**config.mk**
```make
export PLATFORM = sky130hd
export DESIGN_NAME = mem_port_arbiter
export DESIGN_NICKNAME = d
export VERILOG_FILES = /design/src/rtl/mem_pkg.sv /design/src/rtl/rr_arbiter2.sv /design/src/rtl/mem_port_arbiter.sv
export SDC_FILE = /design/constraint.sdc
export NUM_CORES = 1
export LEC_CHECK = 0
export CORE_AREA = 2 2 496 498
export DETAILED_ROUTE_END_ITERATION = 10
export DIE_AREA = 0 0 498 500
export MAX_ROUTING_LAYER = met4
export PLACE_DENSITY = 0.3
export SLEW_MARGIN = 10
export SYNTH_ARGS = -nofsm -noshare
export SYNTH_HDL_FRONTEND = slang
export SYNTH_SLANG_ARGS = --single-unit
```
**constraint.sdc**
```tcl
create_clock -name clk -period 5.9 [get_ports clk]
set_clock_uncertainty 0.2 [all_clocks]
set_input_delay 0.885 -clock clk [delete_from_list [all_inputs] [get_ports clk]]
set_output_delay 0.885 -clock clk [all_outputs]
set_load 0.02 [all_outputs]
```
**src/rtl/mem_pkg.sv**
```systemverilog
// Shared constants and types for the memory data-port arbiter.
package mem_pkg;

    // Default scalar/address width and vector data width.
    localparam int unsigned MEM_S = 32;
    localparam int unsigned MEM_V = 192;

    // Data memory map: [ROM_BASE, RAM_BASE) is ROM, [RAM_BASE, RAM_END) is RAM.
    localparam int unsigned ROM_BASE = 1000;
    localparam int unsigned RAM_BASE = 31000;
    localparam int unsigned RAM_END  = 61015;

    // Sequencer states: accept a command, drive the memory for one cycle, respond.
    typedef enum logic [1:0] {
        IDLE  = 2'd0,
        ISSUE = 2'd1,
        RESP  = 2'd2
    } state_e;

    // One latched memory command.
    typedef struct packed {
        logic             we;
        logic             vec;
        logic [MEM_S-1:0] addr;
        logic [MEM_V-1:0] wd;
    } mem_req_t;

endpackage

```
**src/rtl/rr_arbiter2.sv**
```systemverilog
// Two-way round-robin grant. The requester that did not win last time has
// priority on a tie; last_grant resets to 1 so requester 0 wins the first tie.
module rr_arbiter2 (
    input  logic       clk_i,
    input  logic       rst_ni,
    input  logic [1:0] valid_i,
    input  logic       enable_i,
    output logic [1:0] grant_o
);

    logic last_grant_q;
    logic last_grant_d;

    // One-hot grant from the valids; nothing is granted while disabled.
    always_comb begin
        grant_o = 2'b00;
        if (enable_i) begin
            case (valid_i)
                2'b01:   grant_o = 2'b01;
                2'b10:   grant_o = 2'b10;
                2'b11:   grant_o = last_grant_q ? 2'b01 : 2'b10;
                default: grant_o = 2'b00;
            endcase
        end
    end

    // Remember the winner of every granted cycle.
    always_comb begin
        last_grant_d = last_grant_q;
        if (grant_o != 2'b00) begin
            last_grant_d = grant_o[1];
        end
    end

    // last_grant register.
    always_ff @(posedge clk_i or negedge rst_ni) begin
        if (!rst_ni) begin
            last_grant_q <= 1'b1;
        end else begin
            last_grant_q <= last_grant_d;
        end
    end

endmodule

```
**src/rtl/mem_port_arbiter.sv**
```systemverilog
// Shares the single memoryController data port between the core memory stage
// (requester 0) and the vector/image-init engine (requester 1).
// Handshake: a command transfers in a cycle where reqX_valid and reqX_ready are
// both 1. ready is only offered in IDLE, to the arbitration winner, and depends
// combinationally on valid; valid may stay high while waiting. The response is a
// one-cycle reqX_rvalid pulse two cycles after the transfer, with rdata/err.
module mem_port_arbiter #(
    parameter int unsigned S        = mem_pkg::MEM_S,
    parameter int unsigned V        = mem_pkg::MEM_V,
    parameter int unsigned ROM_BASE = mem_pkg::ROM_BASE,
    parameter int unsigned RAM_BASE = mem_pkg::RAM_BASE,
    parameter int unsigned RAM_END  = mem_pkg::RAM_END
) (
    input  logic         clk,
    input  logic         rst,
    input  logic         req0_valid,
    output logic         req0_ready,
    input  logic         req0_we,
    input  logic         req0_vec,
    input  logic [S-1:0] req0_addr,
    input  logic [V-1:0] req0_wd,
    output logic         req0_rvalid,
    output logic [V-1:0] req0_rdata,
    output logic         req0_err,
    input  logic         req1_valid,
    output logic         req1_ready,
    input  logic         req1_we,
    input  logic         req1_vec,
    input  logic [S-1:0] req1_addr,
    input  logic [V-1:0] req1_wd,
    output logic         req1_rvalid,
    output logic [V-1:0] req1_rdata,
    output logic         req1_err,
    output logic         mem_we,
    output logic         mem_vec,
    output logic [S-1:0] mem_addr,
    output logic [V-1:0] mem_wd,
    input  logic [V-1:0] mem_rd,
    output logic         busy
);

    import mem_pkg::*;

    state_e   state_q, state_d;
    mem_req_t req_q, req_d;
    logic     owner_q, owner_d;
    logic     err_q, err_d;
    logic [V-1:0] rdata0_q, rdata1_q;
    logic [V-1:0] resp_d;
    logic [1:0]   grant;

    // Arbitration is only open in IDLE and never while reset is asserted.
    rr_arbiter2 u_rr_arbiter2 (
        .clk_i    (clk),
        .rst_ni   (rst),
        .valid_i  ({req1_valid, req0_valid}),
        .enable_i ((state_q == IDLE) && rst),
        .grant_o  (grant)
    );

    // Next state: latch the winner's command and its map check, then issue and respond.
    always_comb begin
        state_d = state_q;
        req_d   = req_q;
        owner_d = owner_q;
        err_d   = err_q;
        case (state_q)
            IDLE: begin
                if (grant != 2'b00) begin
                    owner_d = grant[1];
                    if (grant[1]) begin
                        req_d = '{we: req1_we, vec: req1_vec, addr: req1_addr, wd: req1_wd};
                    end else begin
                        req_d = '{we: req0_we, vec: req0_vec, addr: req0_addr, wd: req0_wd};
                    end
                    // Outside the map, or a write below RAM (ROM), is rejected.
                    err_d = (req_d.addr < S'(ROM_BASE)) || (req_d.addr >= S'(RAM_END)) ||
                            (req_d.we && (req_d.addr < S'(RAM_BASE)));
                    state_d = ISSUE;
                end
            end
            ISSUE:   state_d = RESP;
            RESP:    state_d = IDLE;
            default: state_d = IDLE;
        endcase
    end

    // Writes and rejected accesses return zero data.
    always_comb begin
        resp_d = (req_q.we || err_q) ? '0 : mem_rd;
    end

    // Control and command registers.
    always_ff @(posedge clk or negedge rst) begin
        if (!rst) begin
            state_q <= IDLE;
            req_q   <= '0;
            owner_q <= 1'b0;
            err_q   <= 1'b0;
        end else begin
            state_q <= state_d;
            req_q   <= req_d;
            owner_q <= owner_d;
            err_q   <= err_d;
        end
    end

    // Per-requester response data, captured at the end of ISSUE and held until the next response.
    always_ff @(posedge clk or negedge rst) begin
        if (!rst) begin
            rdata0_q <= '0;
            rdata1_q <= '0;
        end else if (state_q == ISSUE) begin
            if (owner_q) begin
                rdata1_q <= resp_d;
            end else begin
                rdata0_q <= resp_d;
            end
        end
    end

    assign req0_ready  = grant[0];
    assign req1_ready  = grant[1];
    assign req0_rvalid = (state_q == RESP) && !owner_q;
    assign req1_rvalid = (state_q == RESP) && owner_q;
    assign req0_err    = req0_rvalid && err_q;
    assign req1_err    = req1_rvalid && err_q;
    assign req0_rdata  = rdata0_q;
    assign req1_rdata  = rdata1_q;

    // The write strobe exists only in ISSUE, so an async reset drops it at once.
    assign mem_we   = (state_q == ISSUE) && req_q.we && !err_q;
    assign mem_vec  = req_q.vec;
    assign mem_addr = err_q ? '0 : req_q.addr;
    assign mem_wd   = req_q.wd;
    assign busy     = (state_q != IDLE);

endmodule
```
Yosys cells after proc, flatten, opt, wreduce, memory -nomap -nowiden. Cells that the tools add are included. W data, S select, Z words.

Word-level logic and storage cells: 49. Input bits: 648. Bits in read-only memories: 0. Memories kept: 0. Output and inout port bits: 617. Bits in writable memories: 0. Bits in registers: 615. Bits in latches: 0.

Bitwise gates (word level): 1. Magnitude comparators: 3. Shift-type cells: 0. $mul: 0. Add/sub/neg operators: 0. Reductions and logical operators: 19. Divide/modulo/power cells: 0. Muxes and demuxes: 10. Eq/ne operators: 6.

Operators by type and width (number): $mux W226 (3); $mux W192 (1); $ge A32 B16 Y1 const B (1); $lt A32 B10 Y1 const B (1); $lt A32 B15 Y1 const B (1); $mux W32 (1); $logic_and A1 B1 Y1 (8); $eq A2 B2 Y1 const B (3); $mux W2 (3); $pmux W2 S3 (1); $reduce_and A2 Y1 (3); $eq A2 B1 Y1 const B (2); $pmux W2 S2 (1); $reduce_bool A2 Y1 (2); $logic_or A1 B1 Y1 (3); $logic_not A1 Y1 (2); $logic_not A2 Y1 (1); $ne A2 B1 Y1 const B (1); $not A1 Y1 (1).

Longest topological paths before layout. Gate-level depths: netlist of the first run.

Depth after elaboration: 9. Depth in mapped cells: 8. Gate-level depth less buffers: 7.

Modules after synthesis. From an unflattened synthesis of the first run, not the netlist that was laid out.

Cells, all modules: 2752. Area, all modules: 26668.1 um2.

By module, submodules not included: mem_port_arbiter (cells each 2744, times used 1, area each 26605.5 um2); rr_arbiter2 (cells each 8, times used 1, area each 62.6 um2).

Worst setup path after synthesis of the first run. OpenSTA, ideal clock, no wires.

Path type: input-to-output. From: in req1_valid. To: out req0_ready. Buffers on the path: 2. Path slack: 3234 ps. Cell stages on the path: 5. Data arrival time: 1581 ps. Cells stage by stage: inv_1 > o2111ai_2 > inv_2 > buf_2 > buf_2.

Longest elaborated chain between the ends: 3. Elaborated cells on any way between the ends: 5. Those cells by class: eq/ne (3); mux (2).

RTL lines: from (decl) (line mem_port_arbiter.sv:25) `input logic req1_valid,`; $eq A2 B2 Y1 or $eq A2 B1 Y1 (tied branches) (line rr_arbiter2.sv:18) `case (valid_i)`; $pmux W2 S3 * (line rr_arbiter2.sv:18); $mux W2 * (line rr_arbiter2.sv:17) `if (enable_i) begin`; to (decl) (line mem_port_arbiter.sv:17) `output logic req0_ready,`.

Mark *: on every way between the ends. The rest lies on a longest branch, timed or not.

Worst setup path in the final report of the first run.
From: in rst. To: out req1_ready.

Longest elaborated chain between the ends: 2.

RTL lines: from (decl) (line mem_port_arbiter.sv:15) `input logic rst,`; $logic_and A1 B1 Y1 (line mem_port_arbiter.sv:57) `.enable_i ((state_q == IDLE) && rst),`; $mux W2 (line rr_arbiter2.sv:17); to (decl) (line mem_port_arbiter.sv:26) `output logic req1_ready,`.

Every way passes these cells.

==> results of run 1 <==
-- path summary, 6_finish.rpt --
check                           slack [ns]  depth (start not counted)                         end
worst min register to register        0.27                          2  req0_rdata[29]$_DFFE_PN0P_
max in group asynchronous             3.03                          4     mem_wd[102]$_DFFE_PN0P_
worst min-delay path                  0.27                          2  req0_rdata[29]$_DFFE_PN0P_
worst max-delay path                  1.56                          5                  req1_ready
worst max register to register        2.47                          7           err_q$_DFFE_PN0P_
min in group asynchronous             0.43                          2  req1_rdata[93]$_DFFE_PN0P_
-- per-layer routing --
| layer | share of wire (%) | vias to the layer above | GRT usage [%] |
|---|---|---|---|
| met1 | 40 | 12100 | 15.2 |
| met2 | 47 | 1051 | 21.8 |
| met4 | 3.5 | 0 | 5.41 |
| li1 | - | 11800 | - |
| met5 | 0 | - | - |
| met3 | 9.4 | 206 | 5.96 |
-- critical path, delay by kind of cell --
family,cells,cell delay [ns]
buffers and inverters,4,1.98
AND/OR/NAND/NOR,1,0.30
-- cell usage after synthesis, types with 2 or more instances --
cell | instances | area share, %
a2111o_1 | 2 | 0.085
clkbuf_1 | 173 | 2.5
nand3_1 | 3 | 0.057
nor3b_1 | 2 | 0.057
a21oi_1 | 2 | 0.038
nor4_1 | 5 | 0.12
and2_1 | 2 | 0.047
dfrtp_1 | 614 | 58
a211oi_1 | 2 | 0.057
nand2_1 | 1040 | 15
nand4_1 | 6 | 0.14
o211ai_1 | 3 | 0.085
buf_4 | 192 | 5.5
and3b_1 | 2 | 0.066
nor4b_1 | 2 | 0.066
o21ai_0 | 386 | 7.3
nor3_1 | 3 | 0.057
or4_1 | 4 | 0.11
a31oi_1 | 228 | 5.4
nor2b_1 | 34 | 0.81
buf_1 | 3 | 0.043
nor2_1 | 231 | 3.3
inv_1 | 3 | 0.043
buf_2 | 33 | 0.63
-- layout make-up --
cell class                      instances  area share (%)
Multi-Input combinational cell       1971            19.7
Sequential cell                       615            34.6
Timing Repair Buffer                 1296            29.3
Tap cell                             3220            9.05
Inverter                                4          0.0506
Clock buffer                          138            6.00
Clock inverter                         28           0.986
Antenna cell                           63           0.354
-- metrics by stage --
| stage | setup WS [ns] | instances | total power (uW) | utilization (%) | cell area (sq um) |
|---|---|---|---|---|---|
| 3_5_place_dp | 1.58 | 7104 | 12400 | 16.9 | 41200 |
| 5_1_grt | 1.40 | 7331 | 19000 | 18.2 | 44500 |
| 2_1_floorplan | 3.23 | 2992 | 9590 | - | 26400 |
| 3_3_place_gp | 1.56 | 7104 | 12400 | 16.9 | 41200 |
| 6_report | 1.56 | 7335 | 18000 | 18.2 | 44500 |
| 4_1_cts | 1.42 | 7271 | 18500 | 18.2 | 44400 |
-- cells by family (layout without fill, tap and decap cells) --
group           after synthesis  in the layout
other cells                   0             63
mux                           1              1
flops                       615            615
buf+inv                     406           1466
simple gates               1338           1338
compound gates              632            632
-- registers in the layout, indices dropped and copies added, names as in the netlist --
signal and count:
err_q 1, mem_vec 1, mem_wd 192, owner_q 1
req0_rdata 192, req1_rdata 192, req_q 33, state_q 2
u_rr_arbiter2.last_grant_q 1
-- cells in the final DEF (no fill, tap or decap), types with 3 or more instances in the layout --
cell,instances
dfrtp_1,613
nor2_1,230
o21ai_0,386
nor4_2,3
nand4_1,6
inv_1,3
clkinvlp_4,3
nor2b_1,34
clkbuf_8,26
nor4_1,3
clkdlybuf4s50_1,1263
nor3_1,3
clkbuf_1,23
buf_4,20
a31oi_1,228
bufinv_16,8
clkinv_2,11
o211ai_1,3
clkbuf_16,89
buf_12,10
nand3_1,3
diode_2,63
nand2_1,1039
or4_1,4
-- power groups by stage --
stage | Sequential, uW | Combinational (uW) | Clock [uW]
4_1_cts | 5990 | 6430 | 6090
5_1_grt | 6100 | 6730 | 6210
3_5_place_dp | 6020 | 6410 | 0
6_report | 5980 | 6270 | 5800
3_3_place_gp | 6040 | 6410 | 0
2_1_floorplan | 6120 | 3470 | 0
==> results.tsv, run 1 <==
stage	metric	value	unit
floorplan	FP Rows	182	
floorplan	Die Ht	500	um
routing	post-route ant nets	0	
clock_network	CTS tree	done	
yosys	Synth Instances	2992	
run	Max Cap Viol	0	
routing	vias	25100	
final_layout	Layout area overhead	68.6	%
power_and_ir_drop	P_leak	0.0174	uW
global_route	largest net degree at the start of global routing	194	
power_and_ir_drop	P_int	11400	uW
worst_hold_path	hold path start	req0_rdata[29]$_DFFE_PN0P_	
clock_network	hold_buf cts	1	
clock_network	Setup Fix Bufs, Post-CTS	0	
power_and_ir_drop	Flop pwr share	33.1	%
placement	port bufs	1264	
timing	Final Critical Period	4.34	ns
yosys	compound-gate portion of the synthesized area	13.3	%
yosys	ys flop type	dfrtp_1	
yosys	syn avg cell area	8.83	sq um
final_layout	nets	4625	
critical_path	Required @ worst endpoint	4.82	ns
routing	Routed WL per cell	23.4	um
critical_path	Slowest cell on crit path	clkdlybuf4s50_1	
clock_network	clock slew at reported path FFs	0.05	ns
placement	GP Congestion	0.834	
final_layout	multi-input logic area	8780	sq um
final_layout	layout cell share with drive strength beyond 1	4.59	%
final_layout	fill count	27400	
power_and_ir_drop	Logic pwr share	34.7	%
yosys	Netlist Area Pre-Place	26400	sq um
power_and_ir_drop	Clock Power Share	32.1	%
timing	period utilisation layout	73.5	%
global_route	vias in the first global route	26100	
routing	# DRC	0	
clock_network	Max Buffers Root-to-Sink	3	
clock_network	post-CTS sizing	0	
floorplan	core area	244000	sq um
timing	Final setup viols	0	
yosys	FF+latch count, synth	615	
timing	f_max	230	MHz
yosys	Post-Synth XOR/XNOR Area	0	%
timing	RSZ-0062 raised after global routing	false	
floorplan	die width	498	um
worst_hold_path	Hold Crit Class	flip-flop to flip-flop	
timing	Setup TNS	0	ns
critical_path	crit end category	primary output	
routing	DR iter-0 viols	1230	
global_route	GR Util All Layers	13.8	%
timing	hold slack	0.275	ns
timing	max-slew violation count	0	
clock_network	Sink Count	615	
placement	DP Wirelength	132000	um
final_layout	Reg area	15400	sq um
yosys	synth unique cells	41	
yosys	sequential fraction of the synthesis area	58.3	%
global_route	initial antenna violation count	90	
critical_path	Crit. Startpoint	rst	
yosys	post-synthesis net count	3640	
clock_network	Max H-tree Level	3	
clock_network	later-pin clock latency in the skew report	0.73	ns
floorplan	initial core utilization	10.8	%
global_route	global-route wire length before repair	230000	um
power_and_ir_drop	NetSw	6640	uW
clock_network	CTS root buffer	clkbuf_16	
routing	Vias/cell	3.42	
routing	Post-Route WL	172000	um
power_and_ir_drop	Switching Share	36.8	%
yosys	synth warn	0	
critical_path	worst-path fanout max	32	
floorplan	die footprint	249000	sq um
power_and_ir_drop	P per Cell Area	405	nW/um^2
yosys	Post-Synth Simple-Gate Area	19.7	%
status	status	completed	
critical_path	CP max stage delay	0.80	ns
timing	Rel. slew slack	28.9	%
timing	Worst Tran Pin Value	1.07	ns
clock_network	Num CTS Buffers	89	
critical_path	Reg-to-Reg Start	u_rr_arbiter2.last_grant_q$_DFFE_PN1P_	
floorplan	# IOs	1265	
routing	Pre-Repair DR Iteration Count	7	
power_and_ir_drop	worst vdd ir	196	uV
yosys	fraction of registers with async set/reset	100	%
yosys	adder-cell area share of the yosys netlist	0	%
yosys	Post-synth EDFFs	0	
global_route	gr ovfl total	0	
timing	Final Hold Vio Count	0	
critical_path	WS Path Type	input port to primary output	
critical_path	crit path cell chain	dlygate4sd3_1 > buf_8 > nand4_1 > inv_1 > clkdlybuf4s50_1	
yosys	main combinational cell family by area after synthesis	simple AND/OR/NAND/NOR gates	
critical_path	Startpoint Class	input port	
critical_path	CP arrival	3.25	ns
yosys	mux contribution to synthesized area	0.0379	%
No activity file was read; power rests on OpenSTA's default activity.
==> run 2, diff against run 1 <==
- CORE_AREA: 2 2 496 498 -> 2 2 490 492
- DIE_AREA: 0 0 498 500 -> 0 0 492 494
- clock period: 5.9 -> 4.3 ns (I/O delays scaled with it)
==> run 2 against run 1 <==
  * Final area increased by 0.14%
  * Hold slack worse by 0.0098 ns
  * Register-to-register slack worse by 0.79 ns
  * Sequential power increased by 38%
  * First-iteration DRC count is 7.6% higher
  * Critical path type is now flip-flop to primary output
  * Critical endpoint is now mem_addr[12]
==> results.tsv, run 2 (same netlist as run 1, synthesis figures left out) <==
stage	metric	value	unit
final_layout	Layout area overhead	68.8	%
global_route	initial antenna violation count	93	
routing	Routed WL per cell	24.1	um
global_route	vias in the first global route	26000	
final_layout	final core utilization	18.8	%
run	Max Cap Viol	0	
power_and_ir_drop	Switching Share	37.1	%
routing	Pre-Repair DR Iteration Count	5	
timing	RSZ-0062 raised after global routing	false	
timing	Rel. slew slack	30.9	%
placement	DP Wirelength	136000	um
power_and_ir_drop	Flop pwr share	33.2	%
status	status	completed	
timing	Final Hold Vio Count	0	
routing	Post-Route WL	176000	um
clock_network	Num CTS Buffers	88	
critical_path	CP max stage delay	0.70	ns
clock_network	CTS tree	done	
power_and_ir_drop	NetSw	9220	uW
global_route	GR Util All Layers	14.4	%
critical_path	WS Path Type	flip-flop to primary output	
clock_network	Sink Count	615	
timing	f_max	284	MHz
final_layout	commonest non-fill, non-tap cell in the layout	clkdlybuf4s50_1	
power_and_ir_drop	P_int	15600	uW
routing	vias	25100	
timing	Worst Tran Pin Value	1.04	ns
global_route	largest net degree at the start of global routing	197	
power_and_ir_drop	Clock Power Share	31.9	%
timing	hold slack	0.265	ns
floorplan	die footprint	243000	sq um
power_and_ir_drop	P per Cell Area	557	nW/um^2
global_route	global-route wire length before repair	234000	um
routing	Vias/cell	3.45	
critical_path	crit end category	primary output	
critical_path	crit path cell chain	buf_4 > nor2b_1 > clkdlybuf4s50_1	
floorplan	# IOs	1265	
floorplan	initial core utilization	11.1	%
critical_path	Startpoint Class	flip-flop	
power_and_ir_drop	worst vdd ir	292	uV
floorplan	Die Ht	494	um
timing	Final setup viols	0	
floorplan	core area	237000	sq um
timing	period utilisation layout	82.0	%
timing	Setup TNS	0	ns
placement	GP Congestion	0.833	
critical_path	Slowest cell on crit path	clkdlybuf4s50_1	
critical_path	CP arrival	2.68	ns
floorplan	die width	492	um
power_and_ir_drop	P_leak	0.0174	uW
routing	# DRC	0	
critical_path	Required @ worst endpoint	3.45	ns
timing	Final Critical Period	3.53	ns
clock_network	Max Buffers Root-to-Sink	3	
final_layout	nets	4641	
worst_hold_path	Hold Crit Class	input port to flip-flop	
critical_path	worst-path fanout max	21	
final_layout	layout cell share with drive strength beyond 1	4.97	%
routing	DR iter-0 viols	1323	
clock_network	CTS root buffer	clkbuf_16	
placement	port bufs	1264	
final_layout	commonest non-fill, non-tap cells in the layout	1262 x clkdlybuf4s50_1, 1039 x nand2_1, 613 x dfrtp_1	
clock_network	later-pin clock latency in the skew report	0.74	ns
timing	max-slew violation count	0	
global_route	gr ovfl total	0	
clock_network	clock slew at reported path FFs	0.07	ns
power_and_ir_drop	Logic pwr share	34.9	%
clock_network	Max H-tree Level	3	
routing	post-route ant nets	0	
floorplan	FP Rows	179	
-- run 2: critical path: cells and delay by family, from the launching register on --
family,cells,cell delay (ns)
buf+inv,2,1.01
flops,1,0.65
simple gates,1,0.35
-- run 2: cell type report --
class / count / area [sq um]
fill: 26600 / 193000
sequential: 615 / 15400
timing repair buffer: 1313 / 13300
multi-input combinational: 1971 / 8790
tap: 3167 / 3960
clock buffer: 133 / 2620
clock inverter: 28 / 440
antenna: 49 / 123
inverter: 4 / 22.5
-- run 2: final timing paths --
path                                             startpoint                          end  slack, ns  cells past startpoint
worst max-delay path                      err_q$_DFFE_PN0P_                 mem_addr[12]       0.77                      3
worst min-delay path                           req0_wd[120]      mem_wd[120]$_DFFE_PN0P_       0.26                      3
worst max register to register       state_q[1]$_DFFE_PN0P_            err_q$_DFFE_PN0P_       1.68                      9
worst min register to register  req1_rdata[134]$_DFFE_PN0P_  req1_rdata[134]$_DFFE_PN0P_       0.26                      2
max in group asynchronous                               rst       mem_wd[62]$_DFFE_PN0P_       2.06                      4
min in group asynchronous                               rst  req0_rdata[188]$_DFFE_PN0P_       0.59                      3
-- run 2: timing repair --
action,4_1_cts,5_1_grt
setup buffers,0,0
resized for setup,0,0
hold endpoints to repair,54,0
setup endpoints to repair,0,0
hold buffers,1,0
-- run 2: routing by layer --
metal,global-route usage (%),part of all wire (%)
met1,16.1,40
met2,23.4,48
met3,5.82,9.2
met4,4.30,2.4
met5,-,0
-- run 2: power groups by stage --
stage | Clock, uW | Sequential (uW) | Combinational (uW)
final | 7930 | 8250 | 8670
after global routing | 8470 | 8430 | 9310
after CTS | 8290 | 8280 | 8900
after detailed placement | 0 | 8320 | 8870
after global placement | 0 | 8330 | 8890
after floorplan | 0 | 8390 | 4760
-- run 2: through the flow --
stage	std cells	total power, uW	worst slack (ns)	instance area [sq um]
after detailed placement	7069	17200	1.03	41400
after CTS	7231	25500	0.569	44500
after global placement	7069	17200	1.02	41400
final	7280	24800	0.774	44600
after global routing	7279	26200	0.607	44600
after floorplan	2992	13200	2.07	26400
==> run 3, diff against run 2 <==
- CORE_AREA: 2 2 490 492 -> 2 2 486 488
- DIE_AREA: 0 0 492 494 -> 0 0 488 490
- clock period: 4.3 -> 3.2 ns (I/O delays scaled with it)
==> run 3 against run 2 <==
  * Power is 32% higher
  * Global-route usage hardly changed
  * Clock power is 25% higher
  * Non-clock buffer count is 59 higher
  * Sequential power is 35% higher
  * Routed wire length is 1.8% lower
  * Critical path depth stayed put
  * Hold slack worse by 0.16 ns
  * Utilization is 0.41 points higher
  * Via count is 0.32% higher
==> results.tsv, run 3 (same netlist as run 1, synthesis figures left out) <==
stage	metric	value	unit
status	status	completed	
final_layout	Non-Filler Instances	7309	
routing	Vias/cell	3.45	
routing	post-route ant nets	0	
final_layout	commonest non-fill, non-tap cell in the layout	clkdlybuf4s50_1	
global_route	gr ovfl total	0	
timing	Setup TNS	0	ns
placement	Post-Place Worst Slack	0.219	ns
routing	vias	25200	
final_layout	design area	44900	sq um
timing	Rel. slew slack	46.8	%
floorplan	# IOs	1265	
power_and_ir_drop	P per Cell Area	730	nW/um^2
placement	GP Congestion	0.816	
timing	RSZ-0062 raised after global routing	false	
critical_path	Worst R2R Path Depth	5	
power_and_ir_drop	worst vdd ir	362	uV
worst_hold_path	Hold Crit Class	input port to flip-flop	
final_layout	multi-input logic area	8780	sq um
clock_network	Max H-tree Level	3	
timing	max-slew violation count	0	
final_layout	nets	4699	
final_layout	Layout area overhead	70.1	%
critical_path	Startpoint Class	flip-flop	
routing	Post-Route WL	172000	um
floorplan	die width	488	um
final_layout	Reg area	15400	sq um
placement	Post-Place Cells	7107	
clock_network	Setup Fix Bufs, Post-CTS	0	
timing	Final Hold Vio Count	0	
global_route	GR Util All Layers	14.4	%
final_layout	commonest non-fill, non-tap cells in the layout	1259 x clkdlybuf4s50_1, 1039 x nand2_1, 613 x dfrtp_1	
floorplan	FP Rows	178	
global_route	vias in the first global route	26300	
worst_hold_path	Hold Crit Depth	3	
timing	final worst slack	0.147	ns
timing	Final setup viols	0	
floorplan	core area	234000	sq um
final_layout	layout cell share with drive strength beyond 1	6.00	%
clock_network	clock slew at reported path FFs	0.06	ns
run	Max Cap Viol	0	
timing	period utilisation layout	95.4	%
clock_network	CTS tree	done	
placement	DP Wirelength	137000	um
global_route	initial antenna violation count	66	
floorplan	Die Ht	490	um
routing	Routed WL per cell	23.6	um
clock_network	Sink Count	615	
critical_path	crit end category	primary output	
routing	DR iter-0 viols	1239	
routing	Pre-Repair DR Iteration Count	5	
clock_network	later-pin clock latency in the skew report	0.67	ns
power_and_ir_drop	P_leak	0.0177	uW
timing	Worst Tran Pin Value	0.798	ns
floorplan	die footprint	239000	sq um
final_layout	final core utilization	19.2	%
critical_path	WS Path Type	flip-flop to primary output	
clock_network	CTS root buffer	clkbuf_16	
timing	Final Critical Period	3.05	ns
routing	# DRC	0	
final_layout	fill count	26200	
critical_path	Required @ worst endpoint	2.52	ns
global_route	largest net degree at the start of global routing	111	
floorplan	initial core utilization	11.3	%
global_route	global-route wire length before repair	231000	um
placement	Post-DP Area	41900	sq um
critical_path	worst-path fanout max	18	
timing	f_max	328	MHz
placement	port bufs	1264	
clock_network	Num CTS Buffers	87	
clock_network	Max Buffers Root-to-Sink	3	
critical_path	CP arrival	2.37	ns
run 3: cell types whose count changed in the layout (fill, tap and decap cells not counted), sizes merged:
cell,before,now
buf,50,105
bufinv,8,3
clkinv,13,18
diode,49,44
clkbuf,133,129
dlygate4sd3,1,5
clkdlybuf4s50,1262,1259
dlygate4sd2,0,3
inv,9,6
clkinvlp,2,1
run 3: metrics by stage:
stage                     power (uW)  hold WS (ns)
after global routing           34700        0.0433
final                          32800         0.107
after global placement         23300         0.261
after CTS                      33700      0.000435
after detailed placement       23200         0.269
after floorplan                17700       -0.0156
run 3: worst paths after layout:
kind | from | slack, ns | to
setup / recovery | err_q$_DFFE_PN0P_ | 0.15 | mem_addr[22]
hold / removal | req0_wd[168] | 0.11 | mem_wd[168]$_DFFE_PN0P_
setup reg to reg | err_q$_DFFE_PN0P_ | 0.84 | req0_rdata[145]$_DFFE_PN0P_
hold reg to reg | req0_rdata[185]$_DFFE_PN0P_ | 0.28 | req0_rdata[185]$_DFFE_PN0P_
max in group asynchronous | rst | 1.17 | req0_rdata[76]$_DFFE_PN0P_
min in group asynchronous | rst | 0.31 | req1_rdata[53]$_DFFE_PN0P_
run 3: cell type report:
cell class / instances / area share (%)
diodes: 44 / 0.245
clock buffers: 129 / 5.64
clock inverters: 24 / 0.691
inverters: 4 / 0.0501
multi-input cells: 1971 / 19.5
flip-flops and latches: 615 / 34.3
well taps: 3150 / 8.77
repair buffers: 1372 / 30.8
run 3: timing repair:
action                                  in CTS  in global routing
endpoints found under the setup margin       5                  0
hold endpoints to repair                   185                  0
resized for setup                            4                  0
hold buffers                                 5                  0
run 3: critical path, stage by stage (launching register included):
cell and delay [ns]:
dfrtp_2 0.53, buf_12 0.21, nor2b_1 0.14, clkdlybuf4s50_1 0.76
run 3: report_power, final:
part | leakage, uW | internal, uW | switching [uW] | total [uW]
combinational | 0.00827 | 5100 | 6720 | 11800
sequential | 0.00803 | 9750 | 1320 | 11100
clock | 0.00140 | 5740 | 4190 | 9930
total | 0.0177 | 20600 | 12200 | 32800
run 3: routing by layer:
metal  part of all wire (%)  up-vias  routed length (um)  global-route usage (%)
met1                     40    12100               69600                    16.2
met2                     48     1025               82100                    23.4
met3                    9.1      185               15700                    5.39
met4                    2.9        0                4970                    4.73
li1                       -    11900                   -                       -
met5                      0        -                   0                       -
